==> config.mk <==
export PLATFORM = sky130hd
export DESIGN_NAME = keystream_scrambler
export DESIGN_NICKNAME = d
export VERILOG_FILES = /design/src/rtl/scrambler_pkg.sv /design/src/rtl/keystream_next.sv /design/src/rtl/keystream_scrambler.sv
export SDC_FILE = /design/constraint.sdc
export NUM_CORES = 1
export LEC_CHECK = 0
export ABC_AREA = 1
export BUFFER_PORTS_ARGS = -buffer_cell sky130_fd_sc_hd__buf_4
export CAP_MARGIN = 20
export CORE_AREA = 2 2 43 65
export CTS_CLUSTER_DIAMETER = 50
export DETAILED_ROUTE_END_ITERATION = 10
export DIE_AREA = 0 0 45 67
export PLACE_DENSITY = 0.78
export SETUP_SLACK_MARGIN = 0.3
export SYNTH_ARGS = -nofsm -noshare
export SYNTH_HDL_FRONTEND = slang
export SYNTH_SLANG_ARGS = --single-unit
==> constraint.sdc <==
create_clock -name clk -period 2.2 [get_ports clk]
set_input_delay 0.22 -clock clk [delete_from_list [all_inputs] [get_ports clk]]
set_output_delay 0.22 -clock clk [all_outputs]
set_load 0.05 [all_outputs]
==> src/rtl/scrambler_pkg.sv <==
// Shared constants for the keystream scrambler: advance-rule encodings and default LFSR taps.
package scrambler_pkg;

   typedef enum logic [1:0] {
      MODE_DOWN = 2'b00,
      MODE_UP   = 2'b01,
      MODE_LFSR = 2'b10,
      MODE_HOLD = 2'b11
   } mode_e;

   localparam logic [7:0] DEFAULT_TAPS = 8'hB8;

endpackage

==> src/rtl/keystream_next.sv <==
// Combinational next-keystream and counter-wrap computation for one advance step.
module keystream_next
   import scrambler_pkg::*;
#(
   parameter int                WIDTH     = 8,
   parameter logic [WIDTH-1:0]  LFSR_TAPS = WIDTH'(DEFAULT_TAPS)
) (
   input  logic [WIDTH-1:0] ks,
   input  logic [1:0]       mode,
   output logic [WIDTH-1:0] ks_next,
   output logic             wrap_next
);

   localparam logic [WIDTH-1:0] ONE = {{(WIDTH-1){1'b0}}, 1'b1};

   always_comb begin
      ks_next   = ks;
      wrap_next = 1'b0;
      case (mode)
         MODE_DOWN: begin
            ks_next   = ks - ONE;
            wrap_next = (ks == '0);
         end
         MODE_UP: begin
            ks_next   = ks + ONE;
            wrap_next = &ks;
         end
         MODE_LFSR: begin
            // An all-zero Galois register never leaves zero, so force it onto the sequence.
            if (ks == '0) ks_next = ONE;
            else          ks_next = (ks >> 1) ^ (ks[0] ? LFSR_TAPS : '0);
         end
         default: begin
            ks_next = ks;
         end
      endcase
   end

endmodule

==> src/rtl/keystream_scrambler.sv <==
// XOR scrambler with a selectable-rule keystream; one registered output word per valid input.
module keystream_scrambler
   import scrambler_pkg::*;
#(
   parameter int                WIDTH     = 8,
   parameter logic [WIDTH-1:0]  LFSR_TAPS = WIDTH'(DEFAULT_TAPS),
   parameter logic [WIDTH-1:0]  RESET_KEY = '0
) (
   input  logic             clk,
   input  logic             clear_n,
   input  logic             clear,
   input  logic             load,
   input  logic [WIDTH-1:0] seed,
   input  logic [1:0]       mode,
   input  logic             in_valid,
   input  logic [WIDTH-1:0] cct_input,
   output logic             out_valid,
   output logic [WIDTH-1:0] cct_output,
   output logic             wrap
);

   logic [WIDTH-1:0] ks;
   logic [WIDTH-1:0] ks_next;
   logic             wrap_next;

   keystream_next #(
      .WIDTH     (WIDTH),
      .LFSR_TAPS (LFSR_TAPS)
   ) u_next (
      .ks        (ks),
      .mode      (mode),
      .ks_next   (ks_next),
      .wrap_next (wrap_next)
   );

   always_ff @(posedge clk or negedge clear_n) begin
      if (!clear_n) begin
         ks         <= RESET_KEY;
         cct_output <= '0;
         out_valid  <= 1'b0;
         wrap       <= 1'b0;
      end else if (clear) begin
         ks         <= '0;
         cct_output <= '0;
         out_valid  <= 1'b0;
         wrap       <= 1'b0;
      end else if (load) begin
         // A word presented alongside load is dropped; cct_output keeps the last word.
         ks         <= seed;
         out_valid  <= 1'b0;
         wrap       <= 1'b0;
      end else if (in_valid) begin
         ks         <= ks_next;
         cct_output <= cct_input ^ ks;
         out_valid  <= 1'b1;
         wrap       <= wrap_next;
      end else begin
         out_valid  <= 1'b0;
         wrap       <= 1'b0;
      end
   end

endmodule

==> run metrics <==
outcome=finished, final reports clean; DP HPWL=2789 um; Final Slew Violations=0; Synth top area share=0.3297; vias in the first global route=1,378; synthesized area per cell=7.191 um2; Worst EP required=2.41 ns; H-tree depth=1; synth cell count leaders=33 x nand2_1, 32 x inv_1, 21 x a21oi_1; Hold Startpoint=clear; Die ar.=3015 um2; CTS max path bufs=2; Leakage=0.9006 nW; register-to-register setup slack=0.45 ns; GRT Util Overall=0.2529; crit-path max cell delay=0.47 ns; die width=45 um; top cells by area, synth=dfrtp_1 33%, nand2_1 9.1%, inv_1 8.8%; most frequent cell after synthesis=nand2_1; final-report hold violation count=0; crit end category=flop; Clock Latency Late Sink=0.29 ns; pwr dens=629.9 nW/um2; Yosys reg bits=18; Worst Hold Path Cells=2; Overflow after GRT=0; Yosys Warn Count=0; antenna violations before repair=0; CTS tree=built; ys async rst share=1.000; Worst EP arrival=1.97 ns; Worst setup SP type=flop; Area growth syn-to-layout=21.52%; fill cell count=224; DRC Markers=0; 1st-pass router iterations=4; Fin Hold WS=0.1322 ns; # rows=22; RSZ-0062 raised after global routing=no; TNS Setup=0 ns; hold endpoint=out_valid; Period minus WS final=1.754 ns; CTS clock-pin slew for the worst setup and hold paths=0.10 ns; dominant cell type by area after synthesis=dfrtp_1; Post-DRT Antenna Nets=0; core area=2422 um2; FMAX=0.5703 GHz; largest net degree at the start of global routing=19; Worst-Margin Slew=0.5034 ns; initial drt markers=28; Final setup viols=0; Main synth FF type=dfrtp_1; Sink Count=18; GP Congestion=0.9349; Die Height=67 um; Yosys cell types=24; vias per inst=5.641; Synth Instances=190; fin crit share=0.7971; worst r2r dst=ks[2]; Slew headroom=0.6632; Nets=258; Mapped Area=1366 um2; Seq/Total Area, Yosys=0.3297; CP max stage cell=dfrtp_2; cells on worst reg2reg path=7; cts bufs inserted=3; Via Count=1,399; Crit Reg-Reg Startpoint=ks[0]; max_cap viols=0; ant diodes=0; wire per inst=13.52 um; total detailed-routing wirelength=3353 um; # IOs=33; synthesized net count=223; Clk Tree Root Cell=clkbuf_4; layout cells sized above 1=0.1920; Critical Path, Cell by Cell=inv_2 -> fa_1 -> inv_1 -> nor2_1 -> o21ai_0 -> o211ai_1 -> a22oi_1; Post-synth EDFFs=0; IO buf count=32; class of the worst hold path=in -> reg; Setup CP Type=reg -> reg; Starting Density=0.5640; Max FO, Critical Path=7; maximum VDD drop=0.3208 mV; first-pass GRT wire length=5637 um; final setup skew=0.007269 ns
==> registers in the layout, summed over array words and instances, names as in the netlist <==
signal,cells
wrap,1
ks,8
out_valid,1
cct_output,8
==> worst max-delay path, delay by kind of cell (launching register included) <==
family / cells / cell delay (ns)
buffers and inverters: 2 / 0.23
AO/OA/AOI/OAI: 3 / 0.48
adder cells (fa/ha/maj): 1 / 0.46
flip-flops: 1 / 0.47
AND/OR/NAND/NOR: 1 / 0.04
==> cell families after synthesis <==
group,share of synthesized area
AND/OR/NAND/NOR,0.2537
AO/OA/AOI/OAI,0.1575
buffers and inverters,0.1108
flip-flops,0.3297
adder cells (fa/ha/maj),0.09707
XOR/XNOR,0.05128
==> what timing repair did <==
item,4_1_cts,5_1_grt
hold buffers,1,0
setup buffers,0,0
resized for setup,0,1
endpoints found under the hold margin,18,0
setup endpoints to repair,0,3
==> layout make-up <==
| type | instances | area, um2 | area share |
|---|---|---|---|
| Clock buffer | 4 | 36.28 | 0.02185 |
| Inverter | 34 | 127.6 | 0.07686 |
| Multi-Input combinational cell | 135 | 764.5 | 0.4604 |
| Sequential cell | 18 | 451.7 | 0.2720 |
| Tap cell | 24 | 30.03 | 0.01809 |
| Timing Repair Buffer | 33 | 250.2 | 0.1507 |
==> layer usage <==
layer  vias up  wire, um  track usage
li1        698         -            -
met1       632      1230       0.2580
met2        55      1802       0.4732
met3        14       191      0.03252
met4         0       129       0.1287
met5         -         0            0
==> power by group <==
part	total (mW)	switching, mW	leakage [nW]	internal (mW)
combinational	0.432	0.262	0.645	0.170
sequential	0.411	0.0477	0.235	0.364
clock	0.202	0.102	0.0210	0.101
total	1.05	0.411	0.901	0.634
==> stage by stage <==
stage          area (um2)    util  power [mW]  setup WS (ns)  cells
5_1_grt              1660  0.6854       1.129         0.3227    248
4_1_cts              1659  0.6849       1.047         0.3433    248
2_1_floorplan        1366       -      0.7158         0.6119    190
3_3_place_gp         1613  0.6658      0.8239         0.3542    243
3_5_place_dp         1613  0.6658      0.8441         0.2872    243
6_report             1660  0.6854       1.046         0.4464    248
==> worst max path at each step <==
stage | from | cells past startpoint | end
after floorplan | mode[1] | 12 | ks[7]
after global placement | mode[1] | 13 | ks[7]
after detailed placement | mode[1] | 13 | ks[5]
after CTS | ks[0] | 7 | ks[2]
after global routing | ks[0] | 7 | ks[2]
final | ks[0] | 7 | ks[2]
==> cell usage in the layout, fill, tap and decap left out, drive strengths merged <==
cell | synthesis | layout
nand4 | 4 | 4
dlygate4sd3 | 0 | 1
inv | 34 | 34
nor2 | 15 | 15
nor3 | 1 | 1
dfrtp | 18 | 18
nand2 | 35 | 35
nor4 | 1 | 1
o31ai | 1 | 1
buf | 3 | 32
a21oi | 21 | 21
xnor2 | 8 | 8
o21ai | 13 | 13
nand3 | 21 | 21
a22oi | 4 | 4
clkbuf | 0 | 4
fa | 1 | 1
o211ai | 1 | 1
ha | 9 | 9
No activity file was read; power rests on OpenSTA's default activity.
